[src/rtl/switch_debouncer_if.sv]
// Change-event channel of the switch debouncer.
//   EVT_VALID   : change event pending, held until acknowledged
//   EVT_DATA    : debounced switch snapshot belonging to the pending event
//   EVT_OVERRUN : a further change landed while the event was unacknowledged
//   EVT_ACK     : consumer acknowledge, only meaningful while EVT_VALID is 1
// master = debouncer (event source), slave = consumer.
interface switch_debouncer_if #(
  parameter int WIDTH = 4
);
  logic             EVT_VALID;
  logic [WIDTH-1:0] EVT_DATA;
  logic             EVT_OVERRUN;
  logic             EVT_ACK;

  modport master (
    output EVT_VALID, EVT_DATA, EVT_OVERRUN,
    input  EVT_ACK
  );

  modport slave (
    input  EVT_VALID, EVT_DATA, EVT_OVERRUN,
    output EVT_ACK
  );
endinterface

[src/rtl/switch_debouncer.sv]
// Slide-switch conditioner: two-flop synchroniser plus stability-counter
// debounce per bit, registered rise/fall pulses and a held change event.
//   CLK100MHZ : sole clock, rising edge
//   RESET     : synchronous, active-high
//   SW        : raw asynchronous switch inputs
//   SW_DB     : debounced levels
//   SW_RISE   : one-cycle pulse per bit on a debounced 0->1 change
//   SW_FALL   : one-cycle pulse per bit on a debounced 1->0 change
//   evt       : change-event channel (valid/ack, snapshot, overrun)

// One switch channel: synchroniser, stability counter, debounced level.
//   sw_raw : raw pin     db : debounced level
//   rise/fall : registered edge pulses
//   upd : combinational, high on the edge where db takes the new value
module switch_debouncer_chan #(
  parameter int STABLE_CYCLES = 1000000,
  parameter int CNT_W         = 20
) (
  input  logic CLK100MHZ,
  input  logic RESET,
  input  logic sw_raw,
  output logic db,
  output logic rise,
  output logic fall,
  output logic upd
);
  localparam logic [CNT_W-1:0] CNT_LAST = CNT_W'(STABLE_CYCLES - 1);

  logic             sync1, sync2;
  logic [CNT_W-1:0] cnt;

  // The counter clears on any match, so reaching CNT_LAST while still
  // mismatching means STABLE_CYCLES consecutive disagreeing samples.
  assign upd = (sync2 != db) && (cnt == CNT_LAST);

  always_ff @(posedge CLK100MHZ) begin
    if (RESET) begin
      sync1 <= 1'b0;
      sync2 <= 1'b0;
      db    <= 1'b0;
      cnt   <= '0;
      rise  <= 1'b0;
      fall  <= 1'b0;
    end else begin
      sync1 <= sw_raw;
      sync2 <= sync1;
      if (sync2 == db) begin
        cnt <= '0;
      end else if (upd) begin
        cnt <= '0;
        db  <= sync2;
      end else begin
        cnt <= cnt + 1'b1;
      end
      rise <= upd &  sync2;
      fall <= upd & ~sync2;
    end
  end
endmodule

module switch_debouncer #(
  parameter int WIDTH         = 4,
  parameter int STABLE_CYCLES = 1000000,
  parameter int CNT_W         = 20
) (
  input  logic             CLK100MHZ,
  input  logic             RESET,
  input  logic [WIDTH-1:0] SW,
  output logic [WIDTH-1:0] SW_DB,
  output logic [WIDTH-1:0] SW_RISE,
  output logic [WIDTH-1:0] SW_FALL,
  switch_debouncer_if.master evt
);
  logic [WIDTH-1:0] upd;
  logic [WIDTH-1:0] db_nxt;
  logic             upd_any;

  for (genvar g = 0; g < WIDTH; g++) begin : g_chan
    switch_debouncer_chan #(
      .STABLE_CYCLES (STABLE_CYCLES),
      .CNT_W         (CNT_W)
    ) u_chan (
      .CLK100MHZ (CLK100MHZ),
      .RESET     (RESET),
      .sw_raw    (SW[g]),
      .db        (SW_DB[g]),
      .rise      (SW_RISE[g]),
      .fall      (SW_FALL[g]),
      .upd       (upd[g])
    );
  end

  // An update always flips the bit, so the post-edge level is a simple XOR;
  // this lets the event snapshot load on the same edge as SW_DB.
  assign db_nxt  = SW_DB ^ upd;
  assign upd_any = |upd;

  always_ff @(posedge CLK100MHZ) begin
    if (RESET) begin
      evt.EVT_VALID   <= 1'b0;
      evt.EVT_DATA    <= '0;
      evt.EVT_OVERRUN <= 1'b0;
    end else if (upd_any) begin
      evt.EVT_VALID <= 1'b1;
      evt.EVT_DATA  <= db_nxt;
      // Unacknowledged pending event gets overwritten (latest wins);
      // an ack on the same edge consumes it, so the fresh event is clean.
      if (evt.EVT_VALID)
        evt.EVT_OVERRUN <= ~evt.EVT_ACK;
    end else if (evt.EVT_VALID && evt.EVT_ACK) begin
      evt.EVT_VALID   <= 1'b0;
      evt.EVT_OVERRUN <= 1'b0;
    end
  end
endmodule
[src/flat_wrapper.sv]
// flat-port wrapper written by rule: the top's interface ports become plain ports
module switch_debouncer_flat 
#(
  parameter int WIDTH         = 4,
  parameter int STABLE_CYCLES = 1000000,
  parameter int CNT_W         = 20
)
  (CLK100MHZ, RESET, SW, SW_DB, SW_RISE, SW_FALL, evt_EVT_VALID, evt_EVT_DATA, evt_EVT_OVERRUN, evt_EVT_ACK);
  switch_debouncer_if #(.WIDTH(WIDTH)) evt_i ();
  input  logic CLK100MHZ;
  input  logic RESET;
  input  logic [WIDTH-1:0] SW;
  output logic [WIDTH-1:0] SW_DB;
  output logic [WIDTH-1:0] SW_RISE;
  output logic [WIDTH-1:0] SW_FALL;
  output wire logic [$bits(evt_i.EVT_VALID)-1:0] evt_EVT_VALID;
  output wire logic [$bits(evt_i.EVT_DATA)-1:0] evt_EVT_DATA;
  output wire logic [$bits(evt_i.EVT_OVERRUN)-1:0] evt_EVT_OVERRUN;
  input wire logic [$bits(evt_i.EVT_ACK)-1:0] evt_EVT_ACK;
  assign evt_EVT_VALID = evt_i.EVT_VALID;
  assign evt_EVT_DATA = evt_i.EVT_DATA;
  assign evt_EVT_OVERRUN = evt_i.EVT_OVERRUN;
  assign evt_i.EVT_ACK = evt_EVT_ACK;
  switch_debouncer #(.WIDTH(WIDTH), .STABLE_CYCLES(STABLE_CYCLES), .CNT_W(CNT_W)) u_core (.CLK100MHZ(CLK100MHZ), .RESET(RESET), .SW(SW), .SW_DB(SW_DB), .SW_RISE(SW_RISE), .SW_FALL(SW_FALL), .evt(evt_i));
endmodule
[config.mk]
export PLATFORM = sky130hd
export DESIGN_NAME = switch_debouncer_flat
export DESIGN_NICKNAME = d
export VERILOG_FILES = /design/src/rtl/switch_debouncer_if.sv /design/src/rtl/switch_debouncer.sv /design/src/flat_wrapper.sv
export SDC_FILE = /design/constraint.sdc
export NUM_CORES = 1
export LEC_CHECK = 0
export CAP_MARGIN = 0
export CORE_MARGIN = 3
export CORE_UTILIZATION = 64
export DETAILED_ROUTE_END_ITERATION = 6
export PLACE_DENSITY = 0.82
export SETUP_SLACK_MARGIN = 0.15
export SLEW_MARGIN = 15
export SYNTH_ARGS = -nofsm -noshare
export SYNTH_HDL_FRONTEND = slang
export SYNTH_HIERARCHICAL = 1
export SYNTH_SLANG_ARGS = --single-unit
[constraint.sdc]
create_clock -name CLK100MHZ -period 4.9 [get_ports CLK100MHZ]
set_input_delay 1.225 -clock CLK100MHZ [delete_from_list [all_inputs] [get_ports CLK100MHZ]]
set_output_delay 1.225 -clock CLK100MHZ [all_outputs]
set_load 0.02 [all_outputs]
# [Word-level counts from Yosys, hierarchy flattened]
# Index checks and enable logic that the tools add are counted.
[totals] regBits=106 in_bits=7 output_inout_bits=18 word_cells=82
[op_classes] n_addsub=4 eq_ne=13 mux=4 bitwise=18 n_reduce_logical=16
[ops] operator="20-bit by 1-bit adder with 20-bit output, second input constant" n=4
[ops] operator="20-bit == test, second input constant" n=4
[ops] operator="3-bit OR reduction" n=4
[ops] operator="2-bit AND reduction" n=5
[ops] operator="1-bit inverter" n=9
[ops] operator="1-bit bitwise AND" n=8
[ops] operator="1-bit logical AND" n=5
[ops] operator="1-bit == test" n=4
[ops] operator="1-bit two-way mux" n=4
[ops] operator="1-bit != test" n=4
[ops] operator="4-bit OR reduction" n=1
[ops] operator="4-bit XOR" n=1
[ops] operator="2-bit by 1-bit != test with 1-bit output, second input constant" n=1
[ops] operator="2-bit nonzero test" n=1

# [Logic depth before layout (Yosys ltp)]
[logic_depth] depth_word=5 mapped_depth=9 mapped_depth_nobuf=8

# [Hierarchy]
# Netlist, hierarchy kept.
[by_module_without_submodules] module="switch_debouncer_chan" instances=4 cells_each=122 area_per_inst_um2=1087.3 seq_area_each_um2=500.5
[by_module_without_submodules] module="switch_debouncer" instances=1 cells_each=25 area_per_inst_um2=247.7 seq_area_each_um2=120.1

# [Least setup slack after synthesis]
# OpenSTA, ideal clock, no wires.
[synth_path] path_type="register to register" startpoint="reg u_core.g_chan[0].u_chan.cnt[0]" endpoint="reg u_core.g_chan[0].u_chan.cnt[18]" t_arrival_ns=1.942 t_required_ns=4.834 path_slack_ns=2.892 stages_incl_launch_ff=7 n_path_buf=1 synth_period_minus_slack_ns=2.008 cell_sequence="dfxtp_1 ha_1 nand3_4 or4_1 buf_2 or4_4 a21oi_2"
[synth_between] elab_chain_len=3 elab_cells_between_ends=4 cone_classes="add/sub: 1; eq/ne: 1; reduce/logical: 2"
[synth_rtl] item="from (decl)" line_no="switch_debouncer.sv:30" text="logic [CNT_W-1:0] cnt;"
[synth_rtl] item="from (signal assigned)" line_no="switch_debouncer.sv:53" text="cnt <= cnt + 1'b1;"
[synth_rtl] item="parallel branches: the longest is 3 deep, another holds 20-bit by 1-bit adder with 20-bit output"
# Several ways; the timed one is not identified.
# A chain may end at the register's enable or synchronous reset.

# [Worst setup path in the final report]
[layout_path] startpoint="in RESET" endpoint="reg u_core.g_chan[2].u_chan.cnt[11]"
[layout_between] elab_chain_len=1
[layout_rtl] item="from (decl)" line_no="flat_wrapper.sv:11" text="input logic RESET;"
[layout_rtl] item="3-bit OR reduction (no line)"
[layout_rtl] item="to (signal assigned)" line_no="switch_debouncer.sv:53"
[layout_rtl] item="to (decl)" line_no="switch_debouncer.sv:30"
# No other way between the ends.

==> run_results.csv <==
group,metric,value,unit
outcome,status,"completed",
synth,synthCells,513,
clock_tree,clock_sinks,106,
final_layout,fin_nets,546,
clock_tree,cts-hold-fix-buffers,0,
floorplan,die_height,90.8,um
critical_path,critPathKind,"input port to register",
power_and_ir_drop,peakVddDrop,0.180,mV
sta,hold_viol_final,0,
critical_path,crit_path_top_delay_cell,"clkdlybuf4s50_1",
global_route,grt_overflow,0,
critical_path,rr_worst_depth,7,
synth,synthesis.nets,524,
synth,synthSimpleGateAreaFrac,29.6,%
synth,synth_xor_area_share,9.91,%
placed_design,dp_hpwl,5750,um
synth,synthTopCellsByCount,"dfxtp_1, nor2_1, xnor2_1, a21oi_1, inv_1",
synth,synth_ff_type,"dfxtp_1",
sta,tightest_slew,0.944,ns
sta,fin_setup_tns,0,ns
floorplan,core,6870,sq um
worst_hold_path,hold-path-cell-count,1,
synth,yosysTopAreaCellShare,46.2,%
clock_tree,cts_setup_buffers,0,
sta,fin_skew,0.0117,ns
clock_tree,htreeDepth,3,
clock_tree,clock_latency,0.35,ns
global_route,grt_pass1_vias,3267,
placed_design,placed_cells,620,
placed_design,dpl_cell_area,4880,sq um
global_route,grt_usage,21.1,%
power_and_ir_drop,leakage,1.48,nW
critical_path,r2r_end,"u_core/evt.EVT_OVERRUN$_SDFFE_PP0P_",
run,cap_viol_max_count,0,
synth,syn_area_per_cell,8.96,sq um
global_route,grt_pass1_wl,14500,um
critical_path,crit_chain,"clkdlybuf4s50_1, nand2b_1, a21o_1, nor2_1",
critical_path,cpLargestDelayFamily,"buffers and inverters",
placed_design,routabilityCongestion,0.785,
critical_path,crit_arrival,3.20,ns
clock_tree,cts_resized,0,
floorplan,start_util,66.9,%
final_layout,instances_no_fill,636,
synth,async_reset_ff_share,0,%
clock_tree,clkTransAtPathRegs,0.10,ns
worst_hold_path,min_to,"u_core/g_chan[0].u_chan/sync2$_SDFF_PP0_",
floorplan,ioPinCount,25,
synth,ys.warnings.count,6,
final_layout,fin_area,5080,sq um
routing,final_antenna_net_count,0,
clock_tree,cts_tree,"yes",
routing,vias,3537,
synth,synth_edf_count,0,
synth,synthMuxAreaShare,0.871,%
sta,fmax,335,MHz
clock_tree,cts_buffer_depth,2,
synth,synth-compound-area-share,8.55,%
routing,drt_pre_antenna_iters,4,
synth,ys_top_cells_by_area,"dfxtp_1, xnor2_1, nor2_1, a21oi_1, nor4_1",
critical_path,reg2reg_from,"u_core/g_chan[0].u_chan/cnt[12]$_SDFF_PP0_",
sta,rsz0062_at_grt,"false",
sta,slew_violations,0,
synth,synth_cell_types,33,
synth,synth_top_family_by_area,"simple AND/OR/NAND/NOR gates",
clock_tree,cts_root_buf,"clkbuf_8",
critical_path,regToRegSetupSlack,2.57,ns
sta,final-setup-viol-count,0,
clock_tree,cts_buffers,9,
routing,via_per_inst,5.56,
critical_path,worstPathRequired,5.12,ns
floorplan,fp-row-count,30,
routing,initialDrtViolationCount,115,
placed_design,place_worst_setup_slack,1.55,ns
global_route,grt_max_degree,35,
global_route,antenna_found_initial,0,
floorplan,design.die.area,8240,sq um
routing,drc_errors,0,
critical_path,crit_path_start_kind,"input port",
power_and_ir_drop,power.density,282,nW/um^2
worst_hold_path,hold_path.class,"register to register",
synth,ys_seq_area_share,46.2,%
final_layout,area_growth_syn_to_layout,10.5,%
synth,ys_seq_elements,106,
synth,synth_fa_ha_area_share,1.09,%
critical_path,cp.buffers_inverters,1,
sta,fin_crit_sh,60.9,%
placed_design,portBuffers,24,
critical_path,path_max_fanout,34,
final_layout,drive_above_1_share,8.15,%
final_layout,n_antenna_cell,0,
worst_hold_path,hp-start,"u_core/g_chan[0].u_chan/sync1$_SDFF_PP0_",
synth,synth_top_area_cell,"dfxtp_1",
critical_path,endpoint_kind,"register",
synth,synth_most_common_cell,"dfxtp_1",
sta,fin_ws,1.92,ns
sta,slew_headroom,36.9,%
routing,wire_per_inst,12.8,um
floorplan,die_w,90.8,um
routing,totalWireLength,8170,um
sta,fin_crit,2.98,ns
critical_path,critPathMaxStageDelay,1.09,ns
synth,synth_area,4600,sq um
-- power by group --
part           total (mW)  internal (mW)  switching (mW)
combinational      0.0212        0.00960          0.0116
sequential          0.868          0.865         0.00276
clock               0.541          0.254           0.287
-- worst reg2reg max path: stages, from the launching register on --
cell and delay [ns]:
dfxtp_1 0.37, or4_1 0.52, nor4_1 0.52, nand3_1 0.21
inv_1 0.16, or4_4 0.21, a21oi_1 0.08, a211oi_1 0.17
-- cells in the final DEF, fill, tap and decap left out, drive strengths merged, types with 20 or more instances in the layout --
cell and instances:
dfxtp 106, or4 21, o21ai 20, nand3 32
nor4 20, nor2 69, clkdlybuf4s50 24, inv 27
xnor2 44, nand2 28, a21oi 30
-- routing by layer --
metal / up-vias / routed length, um / part of all wire [%] / global-route usage, %
li1: 1828 / - / - / -
met1: 1636 / 3870 / 47 / 27.1
met2: 65 / 3930 / 48 / 34.8
met3: 8 / 283 / 3.5 / 5.58
met4: 0 / 80 / 0.98 / 6.25
met5: - / 0 / 0 / 0
-- through the flow --
stage	power (mW)	utilization (%)	hold slack [ns]
finish	1.43	73.9	0.450
global route	1.48	73.9	0.462
CTS	1.44	73.9	0.456
detailed placement	0.909	71.0	0.432
global placement	0.908	71.0	0.417
floorplan	0.900	-	0.414
-- worst max path at each step --
stage                                                         start  depth (start not counted)                                    endpoint  slack, ns
after floorplan           u_core/g_chan[0].u_chan/cnt[0]$_SDFF_PP0_                          6  u_core/g_chan[0].u_chan/cnt[18]$_SDFF_PP0_       2.89
after global placement                                        RESET                          4   u_core/g_chan[2].u_chan/cnt[2]$_SDFF_PP0_       1.58
after detailed placement                                      RESET                          4  u_core/g_chan[2].u_chan/cnt[11]$_SDFF_PP0_       1.55
after CTS                                                     RESET                          4  u_core/g_chan[2].u_chan/cnt[11]$_SDFF_PP0_       1.92
after global routing                                          RESET                          4  u_core/g_chan[2].u_chan/cnt[11]$_SDFF_PP0_       1.76
final                                                         RESET                          4  u_core/g_chan[2].u_chan/cnt[11]$_SDFF_PP0_       1.92
-- state kept, by name, indices dropped and copies added (netlist names) --
| name | count |
|---|---|
| u_core/g_chan.u_chan/fall | 4 |
| u_core/evt.EVT_OVERRUN | 1 |
| u_core/evt.EVT_DATA | 4 |
| u_core/g_chan.u_chan/rise | 4 |
| u_core/g_chan.u_chan/cnt | 80 |
| u_core/g_chan.u_chan/db | 4 |
| u_core/evt.EVT_VALID | 1 |
| u_core/g_chan.u_chan/sync2 | 4 |
| u_core/g_chan.u_chan/sync1 | 4 |
-- cell families (layout without fill, tap and decap cells) --
logic type | after synthesis | count (layout)
fa+ha+maj | 4 | 4
simple gates | 242 | 242
flops | 106 | 106
compound gates | 67 | 67
mux | 4 | 4
buf+inv | 38 | 65
xor+xnor | 52 | 52
-- layout make-up --
type / count / area [sq um]
Tap cell: 96 / 120
Inverter: 25 / 93.8
Clock buffer: 11 / 141
Timing Repair Buffer: 24 / 240
Fill cell: 535 / 1790
Clock inverter: 5 / 60.1
Multi-Input combinational cell: 369 / 2300
Sequential cell: 106 / 2120
No activity file was read; power rests on OpenSTA's default activity.
